**config.mk**
```make
export PLATFORM = sky130hd
export DESIGN_NAME = jtag_host_driver_flat
export DESIGN_NICKNAME = d
export VERILOG_FILES = /design/src/rtl/jtag_host_driver_if.sv /design/src/rtl/jtag_host_driver.sv /design/src/flat_wrapper.sv
export SDC_FILE = /design/constraint.sdc
export NUM_CORES = 1
export LEC_CHECK = 0
export CAP_MARGIN = 25
export CORE_MARGIN = 2
export CORE_UTILIZATION = 50
export CTS_BUF_LIST = sky130_fd_sc_hd__clkbuf_8 sky130_fd_sc_hd__clkbuf_16
export CTS_CLUSTER_DIAMETER = 60
export DETAILED_ROUTE_END_ITERATION = 7
export DONT_BUFFER_PORTS = 1
export PLACE_DENSITY_LB_ADDON = 0.15
export SYNTH_ARGS = -nofsm -noshare
export SYNTH_HDL_FRONTEND = slang
export SYNTH_SLANG_ARGS = --single-unit
```
**constraint.sdc**
```tcl
create_clock -name clk -period 7.8 [get_ports clk]
set_input_delay 0.78 -clock clk [delete_from_list [all_inputs] [get_ports clk]]
set_output_delay 0.78 -clock clk [all_outputs]
set_load 0.02 [all_outputs]
```
**src/rtl/jtag_host_driver_if.sv**
```systemverilog
// jtag_host_driver_if: command/response handshake bundle between host logic and the JTAG driver
interface jtag_host_driver_if #(
  parameter int MAX_LEN = 32
);
  logic               cmd_valid;
  logic               cmd_ready;
  logic [1:0]         cmd_op;
  logic [5:0]         cmd_len;
  logic [MAX_LEN-1:0] cmd_data;
  logic               rsp_valid;
  logic               rsp_ready;
  logic [MAX_LEN-1:0] rsp_data;
  modport master (
    output cmd_valid, cmd_op, cmd_len, cmd_data, rsp_ready,
    input  cmd_ready, rsp_valid, rsp_data
  );
  modport slave (
    input  cmd_valid, cmd_op, cmd_len, cmd_data, rsp_ready,
    output cmd_ready, rsp_valid, rsp_data
  );
endinterface

```
**src/rtl/jtag_host_driver.sv**
```systemverilog
// jtag_host_driver: JTAG initiator walking the TAP from Run-Test/Idle for shift/runtest/reset commands
module jtag_host_driver #(
  parameter int DIV         = 2,
  parameter int MAX_LEN     = 32,
  parameter bit TRST_ACT_LO = 1'b1
) (
  input  logic              clk,
  input  logic              rst_n,
  jtag_host_driver_if.slave bus,
  output logic              tck,
  output logic              tms,
  output logic              tdi,
  output logic              trst,
  input  logic              tdo
);
  typedef enum logic [2:0] {IDLE, PRE, SHIFT, POST, RUN, RST, RESP} state_t;
  localparam int DW = DIV > 1 ? $clog2(DIV) : 1;
  state_t r_state, w_nstate;
  logic [DW-1:0] r_div;
  logic r_tck, r_tms, r_tdi;
  logic [5:0] r_cnt, w_ncnt, r_len, w_len, w_clen;
  logic [1:0] r_op, w_op;
  logic [MAX_LEN-1:0] r_data, w_data, r_rsp, w_sh;
  logic w_act, w_edge, w_fall, w_rise, w_acc, w_last, w_tms, w_tdi;
  assign w_act  = r_state inside {PRE, SHIFT, POST, RUN, RST};
  assign w_edge = w_act && r_div == DW'(DIV - 1);
  assign w_fall = w_edge && r_tck;
  assign w_rise = w_edge && !r_tck;
  assign w_acc  = bus.cmd_valid && r_state == IDLE;
  assign w_clen = bus.cmd_op == 2'd3 ? bus.cmd_len
                : bus.cmd_len == 6'd0 ? 6'd1
                : bus.cmd_len > 6'(MAX_LEN) ? 6'(MAX_LEN) : bus.cmd_len;
  assign w_op   = w_acc ? bus.cmd_op : r_op;
  assign w_len  = w_acc ? w_clen : r_len;
  assign w_data = w_acc ? bus.cmd_data : r_data;
  assign w_last = r_state == PRE  ? r_cnt == (r_op == 2'd1 ? 6'd3 : 6'd2)
                : r_state == POST ? r_cnt == 6'd1
                : r_state == RST  ? r_cnt == 6'd5
                : r_cnt == r_len - 6'd1;
  // next state and step index; steps advance only when a TCK completes on its falling edge
  always_comb begin
    w_nstate = r_state;
    w_ncnt   = r_cnt;
    if (w_acc) begin
      w_ncnt   = 6'd0;
      w_nstate = bus.cmd_op == 2'd0 ? RST : bus.cmd_op != 2'd3 ? PRE : bus.cmd_len == 6'd0 ? RESP : RUN;
    end else if (w_fall) begin
      w_ncnt   = w_last ? 6'd0 : r_cnt + 6'd1;
      w_nstate = !w_last ? r_state : r_state == PRE ? SHIFT : r_state == SHIFT ? POST : RESP;
    end else if (r_state == RESP && bus.rsp_ready)
      w_nstate = IDLE;
  end
  assign w_sh  = w_data >> w_ncnt;
  assign w_tms = w_nstate == PRE   ? (w_op == 2'd1 ? w_ncnt < 6'd2 : w_ncnt == 6'd0)
               : w_nstate == SHIFT ? w_ncnt == w_len - 6'd1
               : w_nstate == POST  ? w_ncnt == 6'd0
               : w_nstate == RUN   ? 1'b0
               : w_nstate == RST   ? w_ncnt < 6'd5
               : r_tms;
  assign w_tdi = w_nstate == SHIFT && w_sh[0];
  // state register; async reset abandons any TAP walk in progress
  always_ff @(posedge clk or negedge rst_n)
    if (!rst_n) r_state <= IDLE;
    else        r_state <= w_nstate;
  // TCK divider, pin registers, command latch and TDO capture
  always_ff @(posedge clk or negedge rst_n)
    if (!rst_n) begin
      r_div  <= '0;
      r_tck  <= 1'b0;
      r_tms  <= 1'b1;
      r_tdi  <= 1'b0;
      r_cnt  <= '0;
      r_len  <= '0;
      r_op   <= '0;
      r_data <= '0;
      r_rsp  <= '0;
    end else begin
      r_cnt <= w_ncnt;
      r_div <= w_act && !w_edge ? r_div + DW'(1) : '0;
      r_tck <= w_act && (w_edge ? !r_tck : r_tck);
      if (w_acc | w_fall) begin
        r_tms <= w_tms;
        r_tdi <= w_tdi;
      end
      if (w_acc) begin
        r_op   <= bus.cmd_op;
        r_len  <= w_clen;
        r_data <= bus.cmd_data;
        r_rsp  <= '0;
      end else if (w_rise && r_state == SHIFT)
        r_rsp <= r_rsp | (MAX_LEN'(tdo) << r_cnt);
    end
  assign tck           = r_tck;
  assign tms           = r_tms;
  assign tdi           = r_tdi;
  assign trst          = TRST_ACT_LO ? r_state != RST : r_state == RST;
  assign bus.cmd_ready = r_state == IDLE;
  assign bus.rsp_valid = r_state == RESP;
  assign bus.rsp_data  = r_rsp;
endmodule

```
**src/flat_wrapper.sv**
```systemverilog
// flat-port wrapper written by rule: the top's interface ports become plain ports
module jtag_host_driver_flat 
#(
  parameter int DIV         = 2,
  parameter int MAX_LEN     = 32,
  parameter bit TRST_ACT_LO = 1'b1
)
  (clk, rst_n, tck, tms, tdi, trst, tdo, bus_cmd_valid, bus_cmd_op, bus_cmd_len, bus_cmd_data, bus_rsp_ready, bus_cmd_ready, bus_rsp_valid, bus_rsp_data);
  jtag_host_driver_if #(.MAX_LEN(MAX_LEN)) bus_i ();
  input  logic clk;
  input  logic rst_n;
  output logic tck;
  output logic tms;
  output logic tdi;
  output logic trst;
  input  logic tdo;
  input wire logic [$bits(bus_i.cmd_valid)-1:0] bus_cmd_valid;
  input wire logic [$bits(bus_i.cmd_op)-1:0] bus_cmd_op;
  input wire logic [$bits(bus_i.cmd_len)-1:0] bus_cmd_len;
  input wire logic [$bits(bus_i.cmd_data)-1:0] bus_cmd_data;
  input wire logic [$bits(bus_i.rsp_ready)-1:0] bus_rsp_ready;
  output wire logic [$bits(bus_i.cmd_ready)-1:0] bus_cmd_ready;
  output wire logic [$bits(bus_i.rsp_valid)-1:0] bus_rsp_valid;
  output wire logic [$bits(bus_i.rsp_data)-1:0] bus_rsp_data;
  assign bus_i.cmd_valid = bus_cmd_valid;
  assign bus_i.cmd_op = bus_cmd_op;
  assign bus_i.cmd_len = bus_cmd_len;
  assign bus_i.cmd_data = bus_cmd_data;
  assign bus_i.rsp_ready = bus_rsp_ready;
  assign bus_cmd_ready = bus_i.cmd_ready;
  assign bus_rsp_valid = bus_i.rsp_valid;
  assign bus_rsp_data = bus_i.rsp_data;
  jtag_host_driver #(.DIV(DIV), .MAX_LEN(MAX_LEN), .TRST_ACT_LO(TRST_ACT_LO)) u_core (.clk(clk), .rst_n(rst_n), .bus(bus_i), .tck(tck), .tms(tms), .tdi(tdi), .trst(trst), .tdo(tdo));
endmodule
```
==> flow_metrics.tcl, run 1 <==
set metrics [dict create \
    ys_top_cells_by_count "nand2_1 (115), dfrtp_1 (84), nor2_1 (56)" \
    rsz0062_at_grt "no" \
    post_cts_buffers 0 \
    grt_overflow 0 \
    synth.most_common_cell "nand2_1" \
    drv_slew 0 \
    routedWlPerCell_um 17.8 \
    synthFlopType "dfrtp_1" \
    grt_use_met1_pct 33.2 \
    track_usage_pct 23.1 \
    grt_max_degree 86 \
    crit_chain "nor3_2 -> and2_2 -> o21ai_1 -> nor3_1 -> nand4_1 -> xor2_1 -> xnor2_1 -> nor4_1 -> a2111oi_2 -> o311ai_1" \
    path_class "reg -> reg" \
    fin_nets 548 \
    met3_usage_pct 5.90 \
    peakVddDrop_uv 141 \
    finalHoldViolCount 0 \
    timing.final.crit_share_pct 48.0 \
    yosys_warnings 0 \
    ctsHoldBuffers 0 \
    clock-sinks 85 \
    pwr-share-seq_pct 37.8 \
    antennaDiodeCount 0 \
    drc 0 \
    whs_ps 103 \
    vias_per_cell 5.82 \
    p_leak_uw 0.00231 \
    globalplace.congestion 0.902 \
    syn_avg_cell_area_um2 8.88 \
    drv_cap 0 \
    cts_resized 0 \
    clock_latency_ps 360 \
    cts_tree "yes" \
    crit_arrival_ps 4000 \
    start_util_pct 51.7 \
    io_buffers 0 \
    ant_nets 0 \
    hpwl_um 7620 \
    syn_inst 510 \
    yosys-top-cells-area "dfrtp_1 (46%), nand2_1 (9.5%), nor2_1 (4.6%)" \
    max_slew.worst_pin.slew_ps 1050 \
    drtIter0Drc 231 \
    cts_max_path_buffers 2 \
    numCtsBuffers 9 \
    ys_seq_area_share_pct 47.0 \
    antenna_found_initial 0 \
    worstPathMaxFanout 41 \
    root_buffer "clkbuf_8" \
    power_per_cell_area_mw_per_mm2 382 \
    status "completed" \
    yosys.area.top_type "dfrtp_1" \
    p_clk_share_pct 17.5 \
    path_clk_slew_ps 100 \
    die_x_um 99.2 \
    synth.net_count 562 \
    totalWireLength_um 10900 \
    min_path_type "in -> async" \
    critPathBufInv 0 \
    timing.setup.tns_ps 0 \
    core.rowCount 34 \
    core_mm2 0.00876 \
    post-route-min-period_ps 3740 \
    dieArea_mm2 0.00984 \
    grt_pass1_wl_um 18100 \
    vias 3543 \
    cp.required_ps 8060 \
    die_h_um 99.2 \
    max_stage_delay_ps 720 \
    crit_family "simple AND/OR/NAND/NOR gates" \
    swShare_pct 43.4 \
    p_comb_share_pct 44.7 \
    synth_edf_count 0 \
    grt_pass1_vias 3603 \
    drive_above_1_share_pct 7.58 \
    fmax_ghz 0.267 \
    cts_htree_levels 3 \
    max-slew-margin-rel_pct 29.5 \
    p_int_uw 1030 \
    nFillCells 813 \
    crit_slowest_cell "and2_2" \
    synthArstFlopShare_pct 100 \
    drt-pass1-iter-count 5 \
    cp-start-kind "flop" \
    setup_viol 0 \
    io_pins 83 \
    worst_setup_path_end_kind "flop" \
    synthToLayoutAreaGrowth_pct 4.97 \
    grt-busiest-layer "met2" \
    synth_seq_cells 85 \
    ys_types 65 \
    grtUsageMet2_pct 34.8 \
    switchingPower_uw 789 \
    fin_skew_ps 18.3 \
    syn_area_mm2 0.00453 \
    yosysTopAreaCellShare_pct 46.4 \
]
## power by group through the flow
| stage | sequential [µW] | combinational, µW | clock [µW] |
|---|---|---|---|
| after global placement | 691 | 792 | 0 |
| after global routing | 707 | 909 | 344 |
| after detailed placement | 695 | 807 | 0 |
| final | 687 | 814 | 318 |
| after CTS | 687 | 812 | 326 |
| after floorplan | 641 | 701 | 0 |
## cell usage in the layout (no fill, tap or decap), types with 9 or more instances in the layout
cell / n
xnor2_1: 11
mux2i_1: 19
clkbuf_8: 9
inv_1: 20
nand3_1: 14
nor2_1: 56
a31oi_1: 20
a21oi_1: 19
o21ai_0: 9
dfrtp_1: 84
nand2_1: 115
## sequential cells by signal, indices dropped and copies added (netlist names)
signal,flops
u_core.tms,1
u_core.tdi,1
u_core.tck,1
u_core.bus.rsp_data,32
u_core.r_data,32
u_core.r_op,2
u_core.r_state,3
u_core.r_len,6
u_core.r_cnt,6
u_core.r_div,1
## area by class of cell
class                      count  area, µm²  area share, %
clock buffer                   9        124           2.60
inverter                      23       86.3           1.82
multi-input combinational    373       2180           45.9
tap                          108        135           2.84
timing repair buffer           4       27.5          0.579
clock inverter                 7       73.8           1.55
sequential                    85       2130           44.8
## per-stage QoR
stage	worst slack (ps)	instances	cell area, µm²	power (µW)	util (%)
CTS	4030	608	4750	1830	54.2
detailed placement	4080	592	4550	1500	52.0
global placement	4190	592	4550	1480	52.0
finish	4060	609	4760	1820	54.3
floorplan	4610	510	4530	1340	-
global route	3680	609	4760	1960	54.3
## per-layer routing
metal / part of all wire, % / up-vias / routed length [µm]
li1: - / 1710 / -
met1: 45 / 1704 / 4910
met2: 45 / 118 / 4940
met3: 8.1 / 11 / 878
met4: 1.2 / 0 / 133
met5: 0 / - / 0
## final timing paths
kind                            cells after the start               from  slack, ps              end
worst min register to register                      1       u_core.r_div        440     u_core.r_div
worst max register to register                     10  u_core.r_state[0]       4060       u_core.tms
max in group asynchronous                           0              rst_n       7450       u_core.tms
worst max-delay path                               10  u_core.r_state[0]       4060       u_core.tms
worst min-delay path                                0              rst_n        100  u_core.r_len[3]
min in group clk                                    1       u_core.r_div        440     u_core.r_div
## logic make-up (layout without fill, tap and decap cells)
logic type / Yosys count / in the layout / synth area share, %
flip-flops: 85 / 85 / 47.0
multiplexers: 19 / 19 / 4.20
XOR/XNOR: 20 / 20 / 4.17
AO/OA/AOI/OAI: 84 / 84 / 13.2
adder cells (fa/ha/maj): 7 / 7 / 1.93
buffers and inverters: 52 / 43 / 4.92
AND/OR/NAND/NOR: 243 / 243 / 24.6
No activity file was read; power rests on OpenSTA's default activity.
==> run 2: changes to the inputs <==
Clock period 7.8 ns to 3.62 ns, I/O delays scaled along.
==> flow_metrics.tcl, run 2 (synthesis results as in run 1) <==
set metrics [dict create \
    finalHoldViolCount 0 \
    io_buffers 0 \
    clock_latency_ps 360 \
    root_buffer "clkbuf_8" \
    whs_ps 117 \
    cts_tree "yes" \
    worst_setup_path_end_kind "flop" \
    core_mm2 0.00876 \
    cts_max_path_buffers 2 \
    drc 0 \
    track_usage_pct 22.8 \
    wl_met3_um 919 \
    die_h_um 99.2 \
    vias 3578 \
    drv_slew 0 \
    final_common_cell "nand2_1" \
    peakVddDrop_uv 337 \
    drv_cap 0 \
    grt_overflow 0 \
    min_path_type "in -> reg" \
    rsz0062_at_grt "no" \
    routedWlPerCell_um 17.3 \
    hpwl_um 7680 \
    grt_pass1_vias 3505 \
    cp.required_ps 3920 \
    p_leak_uw 0.00238 \
    globalplace.congestion 0.909 \
    layout_common_cells "nand2_1 (115), dfrtp_1 (84), nor2_1 (56)" \
    drtIter0Drc 201 \
    post-route-min-period_ps 3360 \
    ant_nets 0 \
    max_slew.worst_pin.slew_ps 1050 \
    placed_area_mm2 0.00462 \
    met1Wirelength_um 4940 \
    antenna_found_initial 0 \
    grt_pass1_wl_um 17900 \
    highest_layer "met4" \
    drive_above_1_share_pct 9.78 \
    status "completed" \
    fin_area_mm2 0.00488 \
    synthToLayoutAreaGrowth_pct 7.79 \
    path_clk_slew_ps 90 \
    io_pins 83 \
    antennaDiodeCount 0 \
    cts_htree_levels 3 \
    totalWireLength_um 10700 \
    fmax_ghz 0.298 \
    wl_met2_um 4670 \
    timing.setup.tns_ps 0 \
    setup_viol 0 \
    grt_max_degree 86 \
    post_cts_buffers 0 \
    timing.final.crit_share_pct 92.8 \
    nFillCells 813 \
    cp-start-kind "flop" \
    numCtsBuffers 9 \
    worstPathMaxFanout 6 \
    drt-pass1-iter-count 4 \
    clock-sinks 85 \
    fin_skew_ps 13.1 \
    r2r_slack_ps 260 \
    max-slew-margin-rel_pct 29.9 \
    core.rowCount 34 \
    power_per_cell_area_mw_per_mm2 822 \
    fin_nets 558 \
    path_class "reg -> reg" \
    die_x_um 99.2 \
    vias_per_cell 5.78 \
    crit_arrival_ps 3660 \
    dieArea_mm2 0.00984 \
    start_util_pct 51.7 \
]
run 2: power breakdown:
group          total, µW  switching (µW)  internal [µW]
logic               1860            1130            734
registers           1470             243           1220
clock network        688             351            337
total               4010            1720           2290
run 2: area by class of cell:
cell class / instances / area [µm²] / area share [%]
Inverter: 23 / 88.8 / 1.82
Timing Repair Buffer: 14 / 128 / 2.61
Clock buffer: 10 / 138 / 2.82
Tap cell: 108 / 135 / 2.77
Sequential cell: 85 / 2130 / 43.6
Multi-Input combinational cell: 373 / 2200 / 45.1
Clock inverter: 6 / 61.3 / 1.26
run 2: path summary, 6_finish.rpt:
path	startpoint	to	cells past startpoint
min in group asynchronous	rst_n	u_core.r_div	2
max in group asynchronous	rst_n	u_core.tms	2
hold / removal	bus_cmd_data[14]	u_core.r_data[14]	2
setup reg to reg	u_core.r_len[0]	u_core.tdi	13
hold reg to reg	u_core.r_div	u_core.r_div	1
setup / recovery	u_core.r_len[0]	u_core.tdi	13
run 2: critical path: stages, from the launching register on:
cell and delay [ps]:
dfrtp_1 400, inv_1 110, ha_1 190, nor3b_2 250, xor2_1 130, o21a_1 210, o311a_4 340, nor3_4 270
a21oi_2 130, a22o_1 300, nor4b_2 400, o2111ai_1 160, a311oi_1 290, a211o_1 130
run 2: repair_timing:
| action | in CTS | in global routing |
|---|---|---|
| setup endpoints to repair | 0 | 2 |
| gates resized for setup | 0 | 6 |
| endpoints found under the hold margin | 85 | 0 |
| hold buffers | 2 | 0 |
run 2: layer usage:
| layer | global-route usage, % | vias to the layer above |
|---|---|---|
| met5 | 0 | - |
| met4 | 8.11 | 0 |
| met3 | 6.11 | 13 |
| met2 | 32.6 | 112 |
| met1 | 33.4 | 1724 |
| li1 | - | 1729 |
run 2: through the flow:
step	std cells	util, %	worst slack [ps]	total power [µW]
after detailed placement	601	52.7	103	3290
after floorplan	510	-	425	2890
final	619	55.7	262	4010
after global routing	619	55.7	31.6	4330
after global placement	601	52.7	300	3250
after CTS	619	55.4	81.5	4010
==> run 3: changes to the inputs <==
Settings changed: RECOVER_POWER set to 50.
Clock period 3.62 ns to 3.3 ns, I/O delays scaled along.
==> flow_metrics.tcl, run 3 (synthesis results as in run 1) <==
set metrics [dict create \
    globalplace.congestion 0.926 \
    drc 0 \
    drt-pass1-iter-count 4 \
    holdPathStages 2 \
    clock-sinks 85 \
    totalWireLength_um 11500 \
    multiInputGateArea_mm2 0.00230 \
    antenna_found_initial 0 \
    status "finished with violations" \
    drtIter0Drc 246 \
    crit_top_cell "buf_4" \
    peakVddDrop_uv 343 \
    fmax_ghz 0.315 \
    layout.area.seq_mm2 0.00213 \
    crit_path_start "u_core.r_len[1]" \
    drive_above_1_share_pct 16.8 \
    crit_family "compound AO/OA/AOI/OAI gates" \
    grt_overflow 0 \
    fin_area_mm2 0.00518 \
    cts_tree "yes" \
    fin_skew_ps 13.8 \
    ant_nets 0 \
    nFillCells 749 \
    cts_max_path_buffers 2 \
    cts_htree_levels 3 \
    post-route-min-period_ps 3180 \
    critPathBufInv 3 \
    worstHoldStart "bus_cmd_data[15]" \
    antennaDiodeCount 0 \
    worstPathMaxFanout 7 \
    cp.depth 15 \
    violations "capacitance limit, slew limit" \
    power_per_cell_area_mw_per_mm2 948 \
    fin_nets 582 \
    layout_common_cells "nand2_1 (114), dfrtp_1 (82), nor2_1 (56)" \
    path_class "reg -> reg" \
    cp.required_ps 3540 \
    hpwl_um 7910 \
    crit_arrival_ps 3410 \
    vias 3706 \
    crit_chain "inv_1 -> ha_2 -> nor3b_4 -> xor2_1 -> o21a_1 -> o311a_4 -> nor3_4 -> buf_4 -> nand3_1 -> a31oi_2 -> buf_4 -> nor4b_4 -> o2111ai_1 -> a211oi_1 -> a211o_1" \
    max_stage_delay_ps 400 \
    p_leak_uw 0.00251 \
    cp-start-kind "flop" \
    die_x_um 99.2 \
    r2r_start "u_core.r_len[1]" \
    vias_per_cell 5.76 \
    track_usage_pct 23.7 \
    grt_pass1_wl_um 18500 \
    max-slew-margin-rel_pct -40.5 \
    io_buffers 0 \
    synthToLayoutAreaGrowth_pct 14.3 \
    start_util_pct 51.7 \
    core.rowCount 34 \
    finalHoldViolCount 0 \
    clock_latency_ps 350 \
    min_path_type "in -> reg" \
    grt_max_degree 86 \
    die_h_um 99.2 \
    drv_slew 86 \
    final_common_cell "nand2_1" \
    timing.final.crit_share_pct 96.3 \
    placed_area_mm2 0.00471 \
    routedWlPerCell_um 17.9 \
    max_slew.worst_pin.slew_ps 2110 \
    io_pins 83 \
    dieArea_mm2 0.00984 \
    core_mm2 0.00876 \
    timing.setup.tns_ps 0 \
    ff2ff_path_depth 15 \
    path_clk_slew_ps 90 \
    numCtsBuffers 9 \
    worst_setup_path_end_kind "flop" \
    setup_viol 0 \
    crit_slowest_cell "dfrtp_1" \
    drv_cap 1 \
    root_buffer "clkbuf_8" \
    grt_pass1_vias 3670 \
]
run 3: changes by cell type in the layout (fill, tap and decap cells not counted), moves of 2 or more:
| cell | change |
|---|---|
| buf_4 | +23 |
| a31oi_1 | -2 |
| a31oi_2 | +2 |
| dfrtp_1 | -2 |
| dfrtp_2 | +2 |
| inv_1 | -2 |
| inv_8 | +2 |
run 3: final timing paths:
kind / end / slack [ps]
max in group asynchronous: u_core.r_state[0] / 830
min in group asynchronous: u_core.r_len[5] / 1090
worst max register to register: u_core.tdi / 120
worst min register to register: u_core.r_div / 430
worst min-delay path: u_core.r_data[15] / 90
worst max-delay path: u_core.tdi / 120
run 3: worst reg2reg max path, cell delays in order, from the launching register on:
cell and delay [ps]:
dfrtp_1 400, inv_1 80, ha_2 190, nor3b_4 220, xor2_1 110, o21a_1 210, o311a_4 350, nor3_4 230
buf_4 180, nand3_1 90, a31oi_2 260, buf_4 220, nor4b_4 60, o2111ai_1 110, a211oi_1 80, a211o_1 270
run 3: what timing repair did:
item	in CTS	in global routing
endpoints found under the hold margin	85	0
setup buffers	0	12
pin swaps	0	9
hold buffers	2	0
gates resized for setup	1	28
setup endpoints to repair	2	2
run 3: metrics by stage:
step	cells	util, %	hold slack, ps	total power (µW)	setup slack [ps]
4_1_cts	631	56.8	72.7	4560	1.02
3_5_place_dp	613	53.8	37.5	3670	5.93
6_report	643	59.1	87.0	4910	124
2_1_floorplan	510	-	34.4	3170	105
3_3_place_gp	613	53.8	37.3	3630	109
5_1_grt	643	59.1	75.4	5230	-38.1
run 3: power by group:
group          internal (µW)  total, µW  switching [µW]
Combinational           1010       2460            1440
Sequential              1340       1620             273
Clock                    432        832             400
Total                   2790       4910            2110
run 3: final cells by class:
class | count | share of cell area [%]
clock buffer | 9 | 2.39
clock inverter | 7 | 1.91
inverter | 23 | 1.86
multi-input combinational | 373 | 44.5
sequential | 85 | 41.2
tap | 108 | 2.61
timing repair buffer | 38 | 5.58
run 3: metal layers:
layer  GRT usage (%)  up-vias  wire length, µm
li1                -     1775                -
met1            34.3     1772             5110
met3            6.04       16              918
met2            34.9      143             5330
met4            8.01        0              166
met5               0        -                0
